<file path="src/rtl/store_buffer_if.sv">
// Load/store port between the MEM stage (master) and the store buffer (slave).
interface store_buffer_if;
  logic        st_valid;
  logic [31:0] st_address;
  logic [31:0] st_data;
  logic        st_ready;
  logic        ld_valid;
  logic [31:0] ld_address;
  logic        ld_ready;
  logic [31:0] ld_data;
  logic        empty;

  modport master (output st_valid, st_address, st_data, ld_valid, ld_address,
                  input  st_ready, ld_ready, ld_data, empty);
  modport slave  (input  st_valid, st_address, st_data, ld_valid, ld_address,
                  output st_ready, ld_ready, ld_data, empty);
endinterface

</file>
<file path="src/rtl/store_buffer.sv">
// Posted-write FIFO between MEM stage and single-port data memory; drains on
// cycles without a load and forwards the youngest matching store to loads.
//
//   arb mode       | meaning
//   ARB_IDLE       | nothing buffered, no load; memory port idle
//   ARB_LOAD       | load owns the memory port; buffer holds
//   ARB_DRAIN      | no load this cycle; oldest entry written to memory
//   ARB_DRAIN_FULL | buffer full; oldest entry forced out, load and store stalled
module store_buffer #(
  parameter int DEPTH = 4
) (
  input  logic          clk,
  input  logic          reset,
  store_buffer_if.slave bus,
  output logic [31:0]   mem_address,
  output logic [31:0]   mem_write_data,
  output logic          mem_write,
  input  logic [31:0]   mem_read_data
);
  localparam int PTR_W = $clog2(DEPTH);
  localparam int CNT_W = PTR_W + 1;
  localparam logic [CNT_W-1:0] FULL_CNT = CNT_W'(DEPTH);

  typedef enum logic [1:0] {
    ARB_IDLE,
    ARB_LOAD,
    ARB_DRAIN,
    ARB_DRAIN_FULL
  } arb_e;

  logic [29:0]      addr_q [DEPTH];
  logic [29:0]      addr_d [DEPTH];
  logic [31:0]      data_q [DEPTH];
  logic [31:0]      data_d [DEPTH];
  logic [PTR_W-1:0] head_q, head_d;
  logic [PTR_W-1:0] tail_q, tail_d;
  logic [CNT_W-1:0] count_q, count_d;

  arb_e             arb;
  logic             full;
  logic             push;
  logic             pop;
  logic [31:0]      fwd_data;
  logic [PTR_W-1:0] idx;
  logic             unused_addr_lsbs;

  assign unused_addr_lsbs = ^{bus.st_address[1:0], bus.ld_address[1:0]};

  always_comb begin
    full = (count_q == FULL_CNT);
    if (full)
      arb = ARB_DRAIN_FULL;
    else if (bus.ld_valid)
      arb = ARB_LOAD;
    else if (count_q != '0)
      arb = ARB_DRAIN;
    else
      arb = ARB_IDLE;
    pop  = (arb == ARB_DRAIN) || (arb == ARB_DRAIN_FULL);
    push = bus.st_valid && !full;
  end

  assign bus.st_ready   = !full;
  assign bus.ld_ready   = !full;
  assign bus.empty      = (count_q == '0);
  assign mem_write      = pop;
  assign mem_write_data = data_q[head_q];
  assign mem_address    = pop ? {addr_q[head_q], 2'b00} : bus.ld_address;

  // Walk entries oldest to youngest so the last match wins; the head is
  // still included while it drains.
  always_comb begin
    fwd_data = mem_read_data;
    idx      = head_q;
    for (int i = 0; i < DEPTH; i++) begin
      idx = head_q + PTR_W'(i);
      if ((CNT_W'(i) < count_q) && (addr_q[idx] == bus.ld_address[31:2]))
        fwd_data = data_q[idx];
    end
  end

  assign bus.ld_data = fwd_data;

  always_comb begin
    addr_d = addr_q;
    data_d = data_q;
    tail_d = tail_q;
    head_d = head_q;
    if (push) begin
      addr_d[tail_q] = bus.st_address[31:2];
      data_d[tail_q] = bus.st_data;
      tail_d         = tail_q + PTR_W'(1);
    end
    if (pop)
      head_d = head_q + PTR_W'(1);
    case ({push, pop})
      2'b10:   count_d = count_q + CNT_W'(1);
      2'b01:   count_d = count_q - CNT_W'(1);
      default: count_d = count_q;
    endcase
  end

  always_ff @(posedge clk or negedge reset) begin
    if (!reset) begin
      head_q  <= '0;
      tail_q  <= '0;
      count_q <= '0;
    end else begin
      head_q  <= head_d;
      tail_q  <= tail_d;
      count_q <= count_d;
    end
  end

  // Entry payload needs no reset: validity comes from count alone.
  always_ff @(posedge clk) begin
    addr_q <= addr_d;
    data_q <= data_d;
  end
endmodule

</file>
<file path="src/flat_wrapper.sv">
// flat-port wrapper written by rule: the top's interface ports become plain ports
module store_buffer_flat 
#(
  parameter int DEPTH = 4
)
  (clk, reset, mem_address, mem_write_data, mem_write, mem_read_data, bus_st_valid, bus_st_address, bus_st_data, bus_ld_valid, bus_ld_address, bus_st_ready, bus_ld_ready, bus_ld_data, bus_empty);
  store_buffer_if bus_i ();
  input  logic clk;
  input  logic reset;
  output logic [31:0] mem_address;
  output logic [31:0] mem_write_data;
  output logic mem_write;
  input  logic [31:0] mem_read_data;
  input wire logic [$bits(bus_i.st_valid)-1:0] bus_st_valid;
  input wire logic [$bits(bus_i.st_address)-1:0] bus_st_address;
  input wire logic [$bits(bus_i.st_data)-1:0] bus_st_data;
  input wire logic [$bits(bus_i.ld_valid)-1:0] bus_ld_valid;
  input wire logic [$bits(bus_i.ld_address)-1:0] bus_ld_address;
  output wire logic [$bits(bus_i.st_ready)-1:0] bus_st_ready;
  output wire logic [$bits(bus_i.ld_ready)-1:0] bus_ld_ready;
  output wire logic [$bits(bus_i.ld_data)-1:0] bus_ld_data;
  output wire logic [$bits(bus_i.empty)-1:0] bus_empty;
  assign bus_i.st_valid = bus_st_valid;
  assign bus_i.st_address = bus_st_address;
  assign bus_i.st_data = bus_st_data;
  assign bus_i.ld_valid = bus_ld_valid;
  assign bus_i.ld_address = bus_ld_address;
  assign bus_st_ready = bus_i.st_ready;
  assign bus_ld_ready = bus_i.ld_ready;
  assign bus_ld_data = bus_i.ld_data;
  assign bus_empty = bus_i.empty;
  store_buffer #(.DEPTH(DEPTH)) u_core (.clk(clk), .reset(reset), .bus(bus_i), .mem_address(mem_address), .mem_write_data(mem_write_data), .mem_write(mem_write), .mem_read_data(mem_read_data));
endmodule
</file>
<file path="config.mk">
export PLATFORM = sky130hd
export DESIGN_NAME = store_buffer_flat
export DESIGN_NICKNAME = d
export VERILOG_FILES = /design/src/rtl/store_buffer_if.sv /design/src/rtl/store_buffer.sv /design/src/flat_wrapper.sv
export SDC_FILE = /design/constraint.sdc
export NUM_CORES = 1
export LEC_CHECK = 0
export BUFFER_PORTS_ARGS = -buffer_cell sky130_fd_sc_hd__buf_2
export CAP_MARGIN = 10
export CORE_UTILIZATION = 25
export DETAILED_ROUTE_END_ITERATION = 10
export GPL_TIMING_DRIVEN = 0
export PLACE_DENSITY_LB_ADDON = 0.25
export SLEW_MARGIN = 30
export SYNTH_ARGS = -nofsm -noshare
export SYNTH_HDL_FRONTEND = slang
export SYNTH_SLANG_ARGS = --single-unit
</file>
<file path="constraint.sdc">
create_clock -name clk -period 4.35 [get_ports clk]
set_clock_uncertainty 0.05 [all_clocks]
set_input_delay 0.2175 -clock clk [delete_from_list [all_inputs] [get_ports clk]]
set_output_delay 0.2175 -clock clk [all_outputs]
set_load 0.02 [all_outputs]
</file>
==> qor.csv <==
stage;metric;value;unit
outcome;status;finished, violations left;
outcome;failing checks;design-rule violations, negative setup slack;
sta;# setup viols final;32;
job;Max-Cap Viols;0;
clock_network;Reg clk slew, reported paths;0.07;ns
sta;pin slew with the least headroom to its limit;1.11;ns
critical_path;Setup crit end kind;output pin;
die;core area;73200;um2
worst_hold_path;Hold Crit Class;in2reg;
clock_network;CTS root buf;clkbuf_16;
placement;RePlAce Congestion;0.977;
logic_synthesis;Netlist cell types;82;
sta;RSZ-0062 raised after global routing;yes;
placement;HPWL after DPL;60900;um
sta;Final Hold Viols;0;
critical_path;critical path peak fanout;10;
route;Routed WL per cell;29.6;um
route;Top Metal Used;met5;
die;die width;275;um
critical_path;WS Path Type;reg2out;
power_and_ir_drop;PD cells;686;nW/um2
logic_synthesis;Cells after Synth;1470;
die;Initial Util;0.254;
route;DR DRC count;16;
sta;Final min period;4.88;ns
sta;Sum Neg Setup Slack;-15.51;ns
power_and_ir_drop;peak supply drop;0.420;mV
finish;Filler cells;7074;
sta;fmax;205;MHz
placement;Port Buffers;208;
finish;Non-Filler Instances;2851;
route;TritonRoute pass-1 iters;8;
power_and_ir_drop;leak pwr;8.96;nW
logic_synthesis;#FFs+latches synth;255;
route;Routed met1 length;35300;um
finish;layout cells sized above 1;0.477;
global_route;pin count of the biggest net entering global routing;34;
critical_path;WP data required;4.08;ns
critical_path;Critical Path Slowest Stage Cell;or4_4;
logic_synthesis;Syn Nets;1611;
die;IO Pins;232;
route;Routed WL;84400;um
die;row count;99;
critical_path;buffers and inverters on the worst path;9;
die;Die Y;275;um
logic_synthesis;Syn Std Cell Area;18600;um2
sta;fin crit share;1.12;
sta;final worst slack;-0.531;ns
route;met3 routed WL;5980;um
critical_path;CP most frequent cell;buf_16;
route;ANT nets after route;0;
critical_path;Top delay family on crit path;buffers and inverters;
critical_path;Worst setup SP type;flip-flop;
global_route;first-pass GRT wire length;119000;um
finish;fin area;26600;um2
sta;Slew HR;0.262;
logic_synthesis;sequential area share after synthesis;0.410;
global_route;vias in the first global route;16000;
clock_network;TritonCTS clock tree;built;
clock_network;Num CTS Buffers;31;
placement;Area after DPL;21100;um2
route;via count;16000;
die;Die ar.;75400;um2
logic_synthesis;asr flop ratio synth;0.0275;
logic_synthesis;syn_area_per_cell;12.6;um2
logic_synthesis;EDFF count, synth;248;
global_route;gr usage total;0.219;
placement;placed insts;2648;
logic_synthesis;main flop type after synthesis;edfxtp_1;
route;DR iter-0 viols;1580;
clock_network;Skew-Pair Late Insertion Delay;0.62;ns
critical_path;largest stage delay on the critical path;0.64;ns
route;met2 WL;39700;um
global_route;GR Overflow Total;0;
finish;Layout Nets;2007;
logic_synthesis;yosys warns;0;
critical_path;critical path arrival;4.61;ns
clock_network;Clock Path Buffers;3;
route;Avg Vias per Cell;5.61;
sta;Pins Over Slew Limit;0;
critical_path;worst-path cell chain;buf_12 -> buf_12 -> buf_16 -> buf_16 -> buf_16 -> buf_12 -> buf_16 -> mux2i_4 -> xnor2_4 -> o32ai_2 -> o21ai_2 -> or4_4 -> buf_8 -> o311ai_2 -> a31oi_1 -> a21oi_1 -> buf_4;
power_and_ir_drop;PnR Total Power;18.2;mW
global_route;initial antenna violation count;6;
clock_network;CTS sink cnt;255;
clock_network;H-Tree Depth;1;
finish;Layout area overhead;42.9;%
[routing by layer]
layer  up-vias  global-route usage
li1       6811                   -
met1      8259               0.299
met2       758               0.354
met3       164              0.0299
met4         6              0.0762
met5         -                   0
[cell type report]
cell class	instances	area, um2	area share
antenna	2	5.00	0.000189
buffer	151	1320	0.0495
clock buffer	33	783	0.0295
clock inverter	24	216	0.00815
inverter	14	52.6	0.00198
multi-input combinational	1047	12400	0.469
sequential	255	7620	0.287
tap	959	1200	0.0452
timing repair buffer	366	2910	0.110
[state kept, by name, indices dropped and copies added, names as in the netlist]
| signal | count |
|---|---|
| u_core.count_q | 3 |
| u_core.head_q | 2 |
| u_core.data_q | 128 |
| u_core.addr_q | 120 |
| u_core.tail_q | 2 |
[path summary, 6_finish.rpt]
kind                                                    start                             to  slack, ns  cells after the start
worst max-delay path             u_core.head_q[1]$_DFFE_PN0N_                bus_ld_data[14]      -0.53                     17
max in group asynchronous                               reset   u_core.head_q[1]$_DFFE_PN0N_       3.30                      3
worst min register to register  u_core.count_q[0]$_DFFE_PN0P_  u_core.count_q[0]$_DFFE_PN0P_       0.54                      1
worst min-delay path                           bus_st_data[6]    u_core.data_q[70]$_DFFE_PP_       0.29                      2
worst max register to register  u_core.count_q[0]$_DFFE_PN0P_  u_core.count_q[2]$_DFFE_PN0P_       1.27                     12
min in group asynchronous                               reset   u_core.head_q[1]$_DFFE_PN0N_       0.62                      3
[what timing repair did]
item	CTS	global route
endpoints found under the hold margin	256	0
buffers inserted	62	12
gates cloned	5	3
pin swaps	66	63
resized for setup	418	160
setup endpoints to repair	71	34
hold buffers	65	0
[kinds of logic (layout without fill, tap and decap cells)]
logic type	Yosys count	in the layout	synth area share
and+or+nand+nor	311	311	0.0953
buffers and inverters	168	588	0.0485
DFF	255	255	0.410
xor gates and xnor gates	105	105	0.0495
AOI/OAI and AO/OA	281	281	0.107
muxes	341	341	0.283
adders and majority gates	9	9	0.00606
other	0	2	0
[stage by stage]
stage | util | worst slack [ns] | hold WS, ns
after global placement | 0.284 | -1.83 | 0.0316
after floorplan | - | 0.698 | -0.128
final | 0.363 | -0.531 | 0.293
after detailed placement | 0.288 | -1.51 | 0.0301
after global routing | 0.363 | -0.588 | 0.309
after CTS | 0.350 | -0.533 | 0.271
[cell usage in the layout, fill, tap and decap left out, types with 43 or more instances in the layout]
cell	n
buf_2	202
buf_4	92
dlygate4sd3_1	65
edfxtp_1	248
mux2i_1	108
mux2i_4	43
mux4_2	139
nand2_1	52
nand4_1	44
xnor2_1	68
[power breakdown]
group	internal [mW]	leakage (nW)	switching, mW
logic	5.08	6.12	6.91
registers	3.26	2.35	0.364
clock network	1.48	0.491	1.12
[cell usage after synthesis, types with 30 or more instances]
master / number / share of area
nor2_1: 41 / 0.0083
o21bai_1: 33 / 0.013
mux2i_1: 164 / 0.088
nand4_1: 44 / 0.015
nor4_1: 43 / 0.014
xnor2_1: 82 / 0.039
edfxtp_1: 248 / 0.40
o311ai_1: 30 / 0.014
nand2_1: 53 / 0.011
nor3b_1: 32 / 0.013
clkbuf_1: 74 / 0.015
mux4_2: 139 / 0.17
buf_2: 33 / 0.0089
a21oi_1: 43 / 0.012
o21ai_0: 34 / 0.0092
nor3_1: 41 / 0.011
a31oi_1: 38 / 0.013
Note: power is estimated with default switching activity, not from simulation.
